`src/rtl/load_align_unit.sv`:
```
// Load alignment unit: fetches one or two aligned memory words for a byte-addressed
// load, then shifts, masks and sign/zero-extends the requested bytes into a result.
package controls;
    typedef enum logic [2:0] {
        LB  = 3'd0,
        LBU = 3'd1,
        LH  = 3'd2,
        LHU = 3'd3,
        LW  = 3'd4,
        LWU = 3'd5,
        LD  = 3'd6
    } mem_op;
endpackage

module load_align_unit #(
    parameter int WORD_SIZE = 32,
    parameter int ADDR_W    = 32
) (
    input  logic                  clk,
    input  logic                  rst,
    input  logic                  ld_valid,
    output logic                  ld_ready,
    input  controls::mem_op       ld_op,
    input  logic [ADDR_W-1:0]     ld_addr,
    output logic                  mem_req,
    output logic [ADDR_W-1:0]     mem_addr,
    input  logic                  mem_gnt,
    input  logic                  mem_rvalid,
    input  logic [WORD_SIZE-1:0]  mem_rdata,
    output logic                  rsp_valid,
    input  logic                  rsp_ready,
    output logic [WORD_SIZE-1:0]  rsp_data,
    output logic                  rsp_split
);
    import controls::*;

    localparam int BYTES = WORD_SIZE / 8;
    localparam int OFF_W = $clog2(BYTES);

    typedef enum logic [2:0] {IDLE, REQ0, WAIT0, REQ1, WAIT1, RESP} state_t;

    state_t                 state, state_next;
    mem_op                  op_q;
    logic [ADDR_W-1:0]      addr_q;
    logic [WORD_SIZE-1:0]   lo_q, hi_q, rsp_data_q;
    logic                   rsp_split_q;

    logic [OFF_W-1:0]       offset;
    logic [ADDR_W-1:0]      aligned;
    logic [3:0]             size;
    logic                   sgn, split, sign_bit;
    logic [WORD_SIZE-1:0]   src_lo, src_hi, word, mask, result;
    logic [2*WORD_SIZE-1:0] shifted;

    assign offset  = addr_q[OFF_W-1:0];
    assign aligned = {addr_q[ADDR_W-1:OFF_W], {OFF_W{1'b0}}};

    // Access size and signedness; LWU/LD only narrow or widen anything on 64-bit words.
    always_comb begin
        size = 4'(BYTES);
        sgn  = 1'b0;
        case (op_q)
            LB:      begin size = 4'd1; sgn = 1'b1; end
            LBU:     size = 4'd1;
            LH:      begin size = 4'd2; sgn = 1'b1; end
            LHU:     size = 4'd2;
            LW:      begin size = 4'd4; sgn = (WORD_SIZE == 64); end
            LWU:     if (WORD_SIZE == 64) size = 4'd4;
            default: ;
        endcase
    end

    assign split = (5'(offset) + 5'(size)) > 5'(BYTES);

    // The result is built from the word arriving this cycle so it can be registered on entry to RESP.
    always_comb begin
        src_lo  = (state == WAIT1) ? lo_q : mem_rdata;
        src_hi  = (state == WAIT1) ? mem_rdata : hi_q;
        shifted = {src_hi, src_lo} >> {offset, 3'b000};
        word    = shifted[WORD_SIZE-1:0];
        mask    = (size >= 4'(BYTES)) ? '1 : ((WORD_SIZE'(1) << {size, 3'b000}) - WORD_SIZE'(1));
        case (size)
            4'd1:    sign_bit = word[7];
            4'd2:    sign_bit = word[15];
            4'd4:    sign_bit = word[31];
            default: sign_bit = word[WORD_SIZE-1];
        endcase
        result  = (word & mask) | ((sgn && sign_bit) ? ~mask : '0);
    end

    always_ff @(posedge clk or posedge rst) begin
        if (rst) state <= IDLE;
        else     state <= state_next;
    end

    always_comb begin
        state_next = state;
        ld_ready   = 1'b0;
        mem_req    = 1'b0;
        mem_addr   = '0;
        rsp_valid  = 1'b0;
        case (state)
            IDLE: begin
                ld_ready = !rst;
                if (ld_valid && !rst) state_next = REQ0;
            end
            REQ0: begin
                mem_req  = 1'b1;
                mem_addr = aligned;
                if (mem_gnt) state_next = WAIT0;
            end
            WAIT0: if (mem_rvalid) state_next = split ? REQ1 : RESP;
            REQ1: begin
                mem_req  = 1'b1;
                mem_addr = aligned + ADDR_W'(BYTES);
                if (mem_gnt) state_next = WAIT1;
            end
            WAIT1: if (mem_rvalid) state_next = RESP;
            RESP: begin
                rsp_valid = 1'b1;
                if (rsp_ready) state_next = IDLE;
            end
            default: state_next = IDLE;
        endcase
    end

    always_ff @(posedge clk or posedge rst) begin
        if (rst) begin
            op_q        <= LB;
            addr_q      <= '0;
            lo_q        <= '0;
            hi_q        <= '0;
            rsp_data_q  <= '0;
            rsp_split_q <= 1'b0;
        end else begin
            if (state == IDLE && ld_valid) begin
                op_q   <= ld_op;
                addr_q <= ld_addr;
            end
            if (state == WAIT0 && mem_rvalid) lo_q <= mem_rdata;
            if (state == WAIT1 && mem_rvalid) hi_q <= mem_rdata;
            if (mem_rvalid && ((state == WAIT0 && !split) || state == WAIT1)) begin
                rsp_data_q  <= result;
                rsp_split_q <= (state == WAIT1);
            end
        end
    end

    assign rsp_data  = rsp_data_q;
    assign rsp_split = rsp_split_q;

endmodule

```
`config.mk`:
```
export PLATFORM = sky130hd
export DESIGN_NAME = load_align_unit
export DESIGN_NICKNAME = d
export VERILOG_FILES = /design/src/rtl/load_align_unit.sv
export SDC_FILE = /design/constraint.sdc
export NUM_CORES = 1
export LEC_CHECK = 0
export CORE_UTILIZATION = 35
export DETAILED_ROUTE_END_ITERATION = 8
export GPL_TIMING_DRIVEN = 0
export HOLD_SLACK_MARGIN = 0.02
export MAX_ROUTING_LAYER = met4
export PLACE_DENSITY = 0.68
export SKIP_LAST_GASP = 1
export SYNTH_ARGS = -nofsm -noshare
export SYNTH_HDL_FRONTEND = slang
export SYNTH_SLANG_ARGS = --single-unit
```
`constraint.sdc`:
```
create_clock -name clk -period 5.36 [get_ports clk]
set_input_delay 1.072 -clock clk [delete_from_list [all_inputs] [get_ports clk]]
set_output_delay 1.072 -clock clk [all_outputs]
set_load 0.02 [all_outputs]
```
# After elaboration in Yosys (flattened, before gate mapping)
# Cells that the tools add are included.
op_classes:
  addsub: 3
  magnitude_cmp: 2
  eq_ne: 16
  n_shift: 2
  mux: 19
  bitwise_logic: 3
  reduce_logical: 17
ops:
  columns: ["cell", "count"]
  rows:
  - ["32-bit 2-to-1 mux", 4]
  - ["32-bit one-hot mux with 2 select lines", 1]
  - ["64-bit by 5-bit right shift with 32-bit output", 1]
  - ["32-bit by 3-bit adder with 32-bit output, second input constant", 1]
  - ["32-bit AND", 1]
  - ["32-bit inverter", 1]
  - ["32-bit bitwise OR", 1]
  - ["1-bit by 7-bit << shifter with 32-bit output, first input constant", 1]
  - ["32-bit by 1-bit subtractor with 32-bit output, second input constant", 1]
  - ["3-bit 2-to-1 mux", 7]
  - ["3-bit one-hot mux with 6 select lines", 1]
  - ["3-bit by 2-bit equality test with 1-bit output, second input constant", 4]
  - ["2-bit != test, second input constant", 6]
  - ["2-bit OR reduction", 4]
  - ["1-bit logical AND", 7]
  - ["3-bit by 1-bit equality test with 1-bit output, second input constant", 2]
  - ["3-bit equality test, second input constant", 2]
  - ["3-bit logical NOT", 2]
  - ["3-bit one-hot mux with 2 select lines", 1]
  - ["6-bit AND reduction", 1]
  - ["2-bit by 4-bit adder with 5-bit output", 1]
  - ["5-bit by 3-bit greater-than comparator with 1-bit output, second input constant", 1]
  - ["4-bit by 1-bit equality test with 1-bit output, second input constant", 1]
  - ["4-bit by 2-bit equality test with 1-bit output, second input constant", 1]
  - ["other kinds (5)", 9]
word_totals:
  reg_bits: 135
  wordCells: 69

# Depth between registers and ports, before layout
# Gate-level depths: netlist (run 1).
depth:
  depth_word: 9
  depth_mapped: 12
  mapped_depth_nobuf: 11

# Worst setup path before layout (run 1)
# No wires, ideal clock.
synth_path:
  path_kind: "register to output"
  start: "register addr_q[2]"
  end: "output mem_addr[16]"
  arrival_ns: 1.830
  required_ns: 4.288
  path_slack_ns: 2.458
  path_stages_with_launch: 7
  n_path_buf: 1
  cell_sequence: "dfrtp_1 > ha_1 > and3_1 > clkbuf_1 > nand4_1 > or3_1 > a21oi_1"
synth_between:
  elab_chain_len: 2
synth_lines:
  columns: ["item", "line", "text"]
  rows:
  - ["start, declared", "44", "logic [ADDR_W-1:0] addr_q;"]
  - ["start signal, assigned", "138", "addr_q <= ld_addr;"]
  - ["32-bit by 3-bit adder with 32-bit output", "115", "mem_addr = aligned + ADDR_W'(BYTES);"]
  - ["32-bit one-hot mux with 2 select lines", "102", "case (state)"]
  - ["end, declared", "26", "output logic [ADDR_W-1:0] mem_addr,"]
# Every way passes these cells.

# Worst setup path in the final report (run 1)
# Ends and elaborated chain as after synthesis.

==> summary.md, run 1 <==
| Metric | Value |
|---|---|
| Worst Tran Pin Value | `0.7249 ns` |
| Worst Path Max Fanout | `7` |
| Final WS setup | `around 1.2 ns` |
| GP Congestion | `0.8280` |
| Comb pwr share | `0.506` |
| EDFF count, synth | `0` |
| Leakage | `0.003912 uW` |
| Antenna violations before repair | `1` |
| Die Width | `about 150 um` |
| Yosys cell types | `54` |
| PostCTS Resize Cnt | `0` |
| Antenna-violating nets left | `0` |
| Worst reg-to-reg path cell count | `10` |
| Pins Over Slew Limit | `0` |
| Setup violations, final | `0` |
| Compound-gate portion of the synthesized area | `0.07364` |
| Critical path class | `reg2out` |
| Via count | `just under 6000` |
| H-tree depth | `4` |
| RSZ-0062 raised after global routing | `no` |
| Post-DP HPWL | `15.11 mm` |
| Routed vias/inst | `5.286` |
| I/O pin total | `between 100 and 150` |
| Pwr dens | `606.0 nW/um^2` |
| First-pass GRT wire length | `31.71 mm` |
| Synth area leaders | `dfrtp_1, mux2_2, mux4_2, mux2i_1, nand2_1` |
| Critical path origin | `addr_q[2]` |
| Sequential share of power | `0.298` |
| Post-synthesis simple-gate area fraction | `0.1238` |
| Min Clock Period, post-route | `4.123 ns` |
| Max Cap Viol | `0` |
| Worst path max stage delay | `approximately 0.64 ns` |
| Clk_lat worst skew | `0.42 ns` |
| Clk_skew | `roughly 0.0092 ns` |
| Die Area | `21550 um^2` |
| Synth Register Bits | `127` |
| Sw Share | `0.3864` |
| Final std cell area, no fill | `9691 um^2` |
| # hold bufs at CTS | `0` |
| Main combinational cell family by area after synthesis | `multiplexers` |
| Largest net degree at the start of global routing | `67` |
| Grt ovf | `0` |
| Register area | `3178 um^2` |
| Slowest CP cell | `clkdlybuf4s50_1` |
| Post-CTS Repair Setup Buffers | `0` |
| Vias in the first global route | `roughly 5800` |
| Layout cells sized above 1 | `0.2061` |
| All-Layer GR Usage | `0.1985` |
| R2R Setup Slk | `2.31 ns` |
| Xor/xnor share of the synthesized area | `0.02983` |
| Synth top area share | `0.4330` |
| Pre-CTS WS | `around 1.7 ns` |
| Worst Setup End Kind | `output port` |
| Port bufs | `between 100 and 150` |
| Adder-Cell Fraction of Synth Area | `0.01466` |
| CTS Root Cell | `clkbuf_16` |
| Switching pwr | `2269 uW` |
| Synth area leader | `dfrtp_1` |
| Num CTS Buffers | `17` |
| Area delta synth->final | `32.03%` |
| Worst-path clk slew | `0.06 ns` |
| Mapped Area | `7340 um^2` |
| CTS max path bufs | `2` |
| Final hold vios | `0` |
| Power Internal | `~3600 uW` |
| Final wirelength | `19.98 mm` |
| Hold Crit Class | `reg2reg` |
| Relative slew margins | `0.5167` |
| CP Cell Sequence | `ha_1 -> and3_1 -> clkbuf_1 -> nand4_1 -> or3_1 -> a21oi_1 -> clkdlybuf4s50_1` |
| Crit path capture | `mem_addr[16]` |
| Warnings from Yosys | `0` |
| Top_reg_cell synth | `dfrtp_1` |
| Post-synthesis mux area share | `0.2809` |
| TritonCTS clock tree | `yes` |
| Core box area | `20360 um^2` |
| Effective utilization at floorplan | `0.3604` |
| Outcome | `completed` |
| Nets | `893` |
| Cell count after synthesis | `653` |
| Wire per inst | `18.23 um` |
| Synth Area per Inst | `11.24 um^2` |
| Part of the cycle the worst path needs | `0.7691` |
| FF-to-FF End | `rsp_data[22]` |
| CP required | `4.29 ns` |
| Post-place instance area | `9095 um^2` |
| Crit path DAT | `between 3 and 4 ns` |
| VDD IR max | `0.2518 mV` |
| Highest Clock Rate | `242.6 MHz` |
| Multi-input gate area | `3845 um^2` |
| Crit start category | `flop` |
| Async SR Flop Fraction | `1.000` |
| CTS sink count | `about 130` |
| Reg-to-Reg Start | `op_q[2]` |
| Sequential-to-total area share from yosys stat | `0.4330` |
| Initial DRT Pass Iterations | `4` |
| Clock share of power | `0.196` |
| Row count | `52` |
| 1st-iter DRT viols | `307` |
| DRC viols | `0` |
| Chip height | `146.8 um` |
| Fillers | `1842` |
critical path, delay by kind of cell, from the launching register on:
| kind | cells | cell delay (ns) |
|---|---|---|
| compound gates | 1 | 0.18 |
| fa+ha+maj | 1 | 0.23 |
| buf+inv | 2 | 0.92 |
| flops | 1 | 0.46 |
| simple gates | 3 | 0.85 |
registers in the layout, indices dropped and copies added (netlist names):
name and flops:
rsp_data 32, hi_q 24, addr_q 32, lo_q 32, rsp_split 1, state 3
op_q 3
cells by family (layout without fill, tap and decap cells):
| logic type | Yosys count | count (layout) |
|---|---|---|
| AO/OA/AOI/OAI | 77 | 77 |
| other | 1 | 3 |
| AND/OR/NAND/NOR | 198 | 198 |
| multiplexers | 158 | 158 |
| adder cells (fa/ha/maj) | 8 | 8 |
| buffers and inverters | 59 | 230 |
| flip-flops | 127 | 127 |
| XOR/XNOR | 25 | 25 |
cell type report:
type,instances,share of cell area
Clock inverter,12,0.01407
Buffer,47,0.02841
Sequential cell,127,0.3280
Timing Repair Buffer,139,0.1454
Multi-Input combinational cell,468,0.3968
Antenna cell,1,0.0002582
Tap cell,270,0.03486
Inverter,12,0.005165
Clock buffer,20,0.04713
metrics by stage:
step	instances	hold WS (ns)	total power [uW]	util	TNS, ns
finish	1096	0.4700	5872	0.4759	0
global route	1096	0.4902	6219	0.4759	0
CTS	1095	0.4758	5887	0.4757	0
detailed placement	1063	0.4613	4719	0.4466	0
global placement	1062	0.4563	4653	0.4450	-147.70
floorplan	654	0.4401	3686	-	0
metal layers:
metal,track usage,wire (um)
met3,0.03758,997
met1,0.2679,9258
met5,-,0
met4,0.07865,584
met2,0.2941,9137
worst min path at each step:
stage | startpoint | endpoint | cells after the start
3_5_place_dp | hi_q[8] | hi_q[8] | 2
6_report | hi_q[16] | hi_q[16] | 2
4_1_cts | hi_q[8] | hi_q[8] | 2
5_1_grt | hi_q[8] | hi_q[8] | 2
2_1_floorplan | hi_q[15] | hi_q[15] | 2
3_3_place_gp | hi_q[21] | hi_q[21] | 2
power groups by stage:
| stage | clock [uW] | sequential, uW | combinational, uW |
|---|---|---|---|
| global route | 1220 | 1810 | 3190 |
| detailed placement | 0 | 1760 | 2960 |
| floorplan | 0 | 1800 | 1890 |
| global placement | 0 | 1750 | 2910 |
| CTS | 1170 | 1750 | 2970 |
| finish | 1150 | 1750 | 2970 |
synth_stat cells (6+ instances only):
library cell,number
xnor2_1,17
o21ai_0,13
o21ai_1,9
mux2i_1,53
nand3_1,8
xor2_1,8
dfrtp_1,127
nand4_1,11
ha_1,7
a21oi_1,10
buf_2,11
or3_1,6
mux2_2,74
clkbuf_1,19
o211ai_1,6
a2bb2oi_1,7
mux4_2,31
nor4_1,8
o31ai_1,8
a211o_1,8
nor2_1,37
buf_1,6
inv_1,11
nand2_1,102
cells in the final DEF, fill, tap and decap left out, types with 9 or more instances in the layout:
cell type,n
nand2_1,102
mux4_2,31
dfrtp_1,127
mux2i_1,53
o21ai_1,9
xnor2_1,17
buf_2,11
inv_1,10
clkdlybuf4s50_1,138
mux2_2,74
clkbuf_16,17
a21oi_1,10
clkbuf_1,20
o21ai_0,13
nand4_1,11
nor2_1,37
(Power assumes the default switching activity.)
==> inputs of run 2 (changes only) <==
- PLACE_DENSITY: 0.68 -> 0.7
- clock period: 5.36 -> 3.6 ns (I/O delays scaled with it)
==> summary.md, run 2 (same netlist as run 1, synthesis figures left out) <==
| Metric | Value |
|---|---|
| Die Area | `21550 um^2 (unchanged)` |
| Chip height | `146.8 um (unchanged)` |
| Row count | `52 (unchanged)` |
| N_diodes | `0 (-1)` |
| Max Cap Viol | `0 (unchanged)` |
| Commonest non-fill, non-tap cell in the layout | `clkdlybuf4s50_1` |
| TritonCTS clock tree | `yes` |
| Sw Share | `0.3905 (+0.004046)` |
| Core box area | `20360 um^2 (unchanged)` |
| Final wirelength | `20.17 mm (+0.99%)` |
| Layout cells sized above 1 | `0.2179 (+0.01186)` |
| Setup violations, final | `0 (unchanged)` |
| Crit-path most repeated cell | `buf_2` |
| DRC viols | `0 (unchanged)` |
| Worst-path clk slew | `0.06 ns (about the same)` |
| Pwr dens | `895.9 nW/um^2 (+48%)` |
| 1st-iter DRT viols | `377 (+23%)` |
| Worst Tran Pin Value | `0.7224 ns (-0.002474 ns)` |
| Vias in the first global route | `5736 (-0.49%)` |
| Initial DRT Pass Iterations | `5 (+1)` |
| Final hold vios | `0 (unchanged)` |
| Area delta synth->final | `32.99%` |
| H-tree depth | `4 (unchanged)` |
| I/O pin total | `141 (unchanged)` |
| Worst path max stage delay | `0.61 ns (-0.03 ns)` |
| Critical path class | `reg2out` |
| Effective utilization at floorplan | `0.3604 (unchanged)` |
| Comb pwr share | `0.507 (about the same)` |
| Min Clock Period, post-route | `approximately 3.5 ns` |
| Hold WS | `0.4715 ns (+0.001538 ns)` |
| CP required | `2.88 ns (-1.41 ns)` |
| Total power | `8744 uW (+49%)` |
| Most frequent cells in the layout | `clkdlybuf4s50_1, dfrtp_1, nand2_1` |
| Fillers | `1814 (-1.5%)` |
| Grt ovf | `0 (unchanged)` |
| Num CTS Buffers | `17 (unchanged)` |
| Port bufs | `138 (unchanged)` |
| CTS sink count | `127 (unchanged)` |
| Relative slew margins | `0.5184 (+0.001649)` |
| Worst Path Max Fanout | `10 (+3)` |
| RSZ-0062 raised after global routing | `yes` |
| CP Cell Sequence | `and4_1 -> buf_2 -> nand4_1 -> buf_2 -> nor4_1 -> xnor2_1 -> nor2_1 -> clkdlybuf4s50_1` |
| Largest delay share family, worst path | `buffers and inverters` |
| Clk_lat worst skew | `0.42 ns (about the same)` |
| Slowest CP cell | `clkdlybuf4s50_1` |
| Antenna-violating nets left | `0 (unchanged)` |
| Crit start category | `flop` |
| Antenna violations before repair | `0 (-1)` |
| Crit path DAT | `2.80 ns (-0.25 ns)` |
| # hold bufs at CTS | `0 (unchanged)` |
| Pins Over Slew Limit | `0 (unchanged)` |
| Die Width | `146.8 um (unchanged)` |
| Crit path buf inv count | `3 (+1)` |
| First-pass GRT wire length | `31.93 mm (+0.70%)` |
| Highest Clock Rate | `284.0 MHz` |
| Nets | `894 (+0.11%)` |
| Switching pwr | `3414 uW (+50%)` |
| CTS max path bufs | `2 (unchanged)` |
| Post-DP HPWL | `15.36 mm (+1.6%)` |
| Routed vias/inst | `5.250 (-0.67%)` |
| Worst Setup End Kind | `output port` |
| CTS Root Cell | `clkbuf_16` |
| Leakage | `0.004019 uW (+2.7%)` |
| All-Layer GR Usage | `0.2011 (+0.002610)` |
| Part of the cycle the worst path needs | `0.9781` |
| Wire per inst | `18.41 um (+0.99%)` |
| Largest net degree at the start of global routing | `38 (-43%)` |
| Sequential share of power | `0.299 (about the same)` |
| Clk_skew | `0.007878 ns (-0.001341 ns)` |
| Hold Crit Class | `reg2reg` |
| Outcome | `completed` |
| Clock share of power | `0.195 (about the same)` |
| VDD IR max | `0.4061 mV (+61%)` |
| Power Internal | `5330 uW (+48%)` |
| Via count | `5754 (-0.67%)` |
| GP Congestion | `0.8549 (+3.2%)` |
-- run 2: changes by cell type in the layout (fill, tap and decap cells not counted), sizes merged, moves of 2 or more --
cell,change
clkbuf,-5
clkdlybuf4s50,-7
dlymetal6s2s,+7
clkinvlp,+3
buf,+4
clkinv,-2
-- run 2: power groups by stage --
| stage | clock network [uW] | logic (uW) | registers [uW] |
|---|---|---|---|
| floorplan | 0 | 2810 | 2670 |
| global placement | 0 | 4320 | 2600 |
| detailed placement | 0 | 4410 | 2630 |
| CTS | 1730 | 4430 | 2610 |
| global route | 1790 | 4750 | 2710 |
| finish | 1700 | 4430 | 2610 |
-- run 2: metrics by stage --
stage                     setup TNS [ns]    util  std cells  worst slack [ns]  instance area, um^2
after floorplan                        0       -        654            0.9506                 7347
after global placement           -0.1655  0.4452       1062         -0.005733                 9066
after detailed placement               0  0.4481       1065            0.3113                 9126
after CTS                              0  0.4772       1097         0.0005542                 9718
after global routing            -0.09619  0.4793       1096          -0.04925                 9761
final                                  0  0.4793       1096           0.07895                 9761
-- run 2: metal layers --
metal | part of all wire | GRT usage | vias to the layer above
met5 | 0 | - | -
met4 | 0.024 | 0.07656 | 0
met3 | 0.044 | 0.03509 | 32
met2 | 0.47 | 0.3109 | 175
met1 | 0.46 | 0.2635 | 2863
li1 | - | - | 2684
-- run 2: timing repair --
item / CTS / global route
gates resized for setup: 0 / 17
setup endpoints to repair: 3 / 14
pin swaps: 1 / 1
setup buffers: 1 / 0
-- run 2: worst register-to-register path: cells and delay by family, from the launching register on --
family	cells	cell delay [ns]
and+or+nand+nor	3	0.51
adders and majority gates	3	0.90
AOI/OAI and AO/OA	4	1.18
DFF	1	0.41
-- run 2: layout make-up --
| cell class | instances | area (um^2) | area share |
|---|---|---|---|
| Multi-Input combinational cell | 468 | 3871 | 0.3966 |
| Sequential cell | 127 | 3178 | 0.3256 |
| Timing Repair Buffer | 142 | 1466 | 0.1502 |
| Clock buffer | 18 | 429.2 | 0.04397 |
| Tap cell | 270 | 337.8 | 0.03461 |
| Buffer | 45 | 270.3 | 0.02769 |
| Clock inverter | 14 | 158.9 | 0.01628 |
| Inverter | 12 | 48.80 | 0.004999 |
-- run 2: path summary, 6_finish.rpt --
check                                from           end  slack, ns  cells after the start
max in group asynchronous             rst      lo_q[18]       1.93                      4
worst min-delay path             hi_q[15]      hi_q[15]       0.47                      2
worst max register to register    op_q[2]  rsp_data[21]       0.55                     10
worst max-delay path            addr_q[5]  mem_addr[26]       0.08                      8
min in group asynchronous             rst    addr_q[28]       0.83                      2
worst min register to register   hi_q[15]      hi_q[15]       0.47                      2
==> inputs of run 3 (changes only) <==
- PLACE_DENSITY: 0.7 -> 0.68
- clock period: 3.6 -> 3.3 ns (I/O delays scaled with it)
==> summary.md, run 3 (same netlist as run 1, synthesis figures left out) <==
| Metric | Value |
|---|---|
| DRC viols | `0 (unchanged)` |
| Routed vias/inst | `5.253 (about the same)` |
| Relative slew margins | `0.5159 (-0.002426)` |
| H-tree depth | `4 (unchanged)` |
| GP Congestion | `0.8551 (about the same)` |
| Sequential share of power | `0.303 (+0.004)` |
| Chip height | `146.8 um (unchanged)` |
| Final wirelength | `19.71 mm (-2.3%)` |
| # hold bufs at CTS | `0 (unchanged)` |
| Layout cells sized above 1 | `0.2324 (+0.01453)` |
| Wire per inst | `17.99 um (-2.3%)` |
| Min Clock Period, post-route | `3.224 ns` |
| Setup violations, final | `0 (unchanged)` |
| Antenna-violating nets left | `0 (unchanged)` |
| Max Cap Viol | `0 (unchanged)` |
| Vias in the first global route | `5647 (-1.6%)` |
| R2R Setup Slk | `0.22 ns (-0.33 ns)` |
| Power Internal | `5790 uW (+8.6%)` |
| Via count | `5757 (+0.052%)` |
| Pwr dens | `966.5 nW/um^2 (+7.9%)` |
| Nets | `894 (unchanged)` |
| Hold Crit Class | `reg2reg` |
| Crit path capture | `mem_addr[27]` |
| Num CTS Buffers | `17 (unchanged)` |
| Post-place instance area | `9126 um^2 (unchanged)` |
| First-pass GRT wire length | `31.36 mm (-1.8%)` |
| Final std cell area, no fill | `9763 um^2 (about the same)` |
| Worst reg-to-reg path cell count | `10 (unchanged)` |
| CTS sink count | `127 (unchanged)` |
| RSZ-0062 raised after global routing | `yes` |
| CTS Root Cell | `clkbuf_16` |
| All-Layer GR Usage | `0.1972 (-0.003922)` |
| Crit path DAT | `2.56 ns (-0.24 ns)` |
| Initial DRT Pass Iterations | `6 (+1)` |
| Worst-path clk slew | `0.06 ns (about the same)` |
| Commonest non-fill, non-tap cell in the layout | `dfrtp_1` |
| Highest Clock Rate | `a little over 300 MHz` |
| Row count | `52 (unchanged)` |
| N_diodes | `0 (unchanged)` |
| Die Area | `21550 um^2 (unchanged)` |
| Worst Tran Pin Value | `0.7261 ns (+0.003640 ns)` |
| Reg-to-Reg Start | `op_q[2]` |
| Critical path class | `reg2out` |
| Port bufs | `138 (unchanged)` |
| Sw Share | `0.3864 (-0.004052)` |
| CTS max path bufs | `2 (unchanged)` |
| Switching pwr | `3646 uW (+6.8%)` |
| Leakage | `0.004058 uW (+0.98%)` |
| Part of the cycle the worst path needs | `0.9771` |
| Area delta synth->final | `33.02% (about the same)` |
| Multi-input gate area | `3885 um^2 (+0.36%)` |
| Clock share of power | `0.198 (+0.003)` |
| FF-to-FF End | `rsp_data[21]` |
| Largest net degree at the start of global routing | `41 (+7.9%)` |
| Worst Path Max Fanout | `10 (unchanged)` |
| Comb pwr share | `0.500 (-0.007)` |
| Post-DP HPWL | `15.12 mm (-1.5%)` |
| 1st-iter DRT viols | `317 (-16%)` |
| Die Width | `146.8 um (unchanged)` |
| Register area | `3179 um^2 (about the same)` |
| CP required | `2.64 ns (-0.24 ns)` |
| I/O pin total | `141 (unchanged)` |
| Finished Core Util | `0.4794 (about the same)` |
| Crit start category | `flop` |
| TritonCTS clock tree | `yes` |
| Fillers | `1884 (+3.9%)` |
| Effective utilization at floorplan | `0.3604 (unchanged)` |
| Core box area | `20360 um^2 (unchanged)` |
| Clk_skew | `0.008907 ns (+0.001029 ns)` |
| Final hold vios | `0 (unchanged)` |
| Most frequent cells in the layout | `dfrtp_1, clkdlybuf4s50_1, nand2_1` |
| VDD IR max | `0.4217 mV (+3.8%)` |
| Total Neg Setup Slack | `0 ns (unchanged)` |
| Grt ovf | `0 (unchanged)` |
| Outcome | `completed` |
| Worst Setup End Kind | `output port` |
| Critical path origin | `addr_q[6]` |
| Clk_lat worst skew | `0.42 ns (about the same)` |
| Pins Over Slew Limit | `0 (unchanged)` |
| Antenna violations before repair | `0 (unchanged)` |
==> run 3: cell count changes in the layout (fill, tap and decap cells not counted), sizes merged <==
cell | previous run | this run
clkinv | 5 | 6
clkbuf | 34 | 40
clkdlybuf4s50 | 131 | 119
dlymetal6s2s | 7 | 5
inv | 14 | 12
buf | 33 | 31
clkinvlp | 5 | 4
dlygate4sd2 | 0 | 12
==> run 3: stage by stage <==
| stage | cells | hold slack [ns] | setup WS, ns | total power, uW |
|---|---|---|---|---|
| 6_report | 1096 | 0.4728 | 0.07573 | 9436 |
| 5_1_grt | 1096 | 0.4857 | -0.02139 | 10020 |
| 3_5_place_dp | 1065 | 0.4614 | 0.06048 | 7654 |
| 2_1_floorplan | 654 | 0.4401 | 0.6506 | 5987 |
| 4_1_cts | 1097 | 0.4749 | -0.1134 | 9486 |
| 3_3_place_gp | 1062 | 0.4561 | -0.2299 | 7561 |
==> run 3: routing by layer <==
metal / vias to the layer above / global-route usage / part of all wire
met5: - / - / 0
met4: 0 / 0.07396 / 0.022
met3: 30 / 0.04161 / 0.059
met2: 176 / 0.2905 / 0.46
met1: 2862 / 0.2663 / 0.46
li1: 2689 / - / -
==> run 3: power by group through the flow <==
stage               clock network, uW  registers [uW]  logic (uW)
floorplan                           0            2920        3070
global placement                    0            2830        4730
detailed placement                  0            2860        4790
CTS                              1900            2840        4750
global route                     1970            2970        5080
finish                           1860            2850        4720
==> run 3: worst min-delay path by stage <==
stage	startpoint	to	depth (start not counted)
floorplan	hi_q[15]	hi_q[15]	2
global placement	hi_q[21]	hi_q[21]	2
detailed placement	hi_q[4]	hi_q[4]	2
CTS	hi_q[4]	hi_q[4]	2
global route	hi_q[17]	hi_q[17]	2
finish	hi_q[11]	hi_q[11]	2
==> run 3: critical path, stage by stage, from the launching register on <==
cell and delay (ns):
dfrtp_1 0.42, and4_1 0.20, buf_2 0.17, nand4_1 0.21
clkbuf_4 0.27, nor4_1 0.34, xnor2_1 0.12, nor2_1 0.09
dlygate4sd2_1 0.34
==> run 3: timing repair <==
| item | CTS | global route |
|---|---|---|
| pin swaps | 1 | 0 |
| setup buffers | 2 | 0 |
| endpoints found under the setup margin | 20 | 28 |
| resized for setup | 24 | 19 |
| endpoints found under the hold margin | 0 | 0 |
==> run 3: layout make-up <==
type / count / share of cell area
Clock inverter: 12 / 0.01397
Tap cell: 270 / 0.03460
Multi-Input combinational cell: 468 / 0.3979
Timing Repair Buffer: 143 / 0.1479
Clock buffer: 20 / 0.04678
Sequential cell: 127 / 0.3256
Buffer: 44 / 0.02819
Inverter: 12 / 0.004998
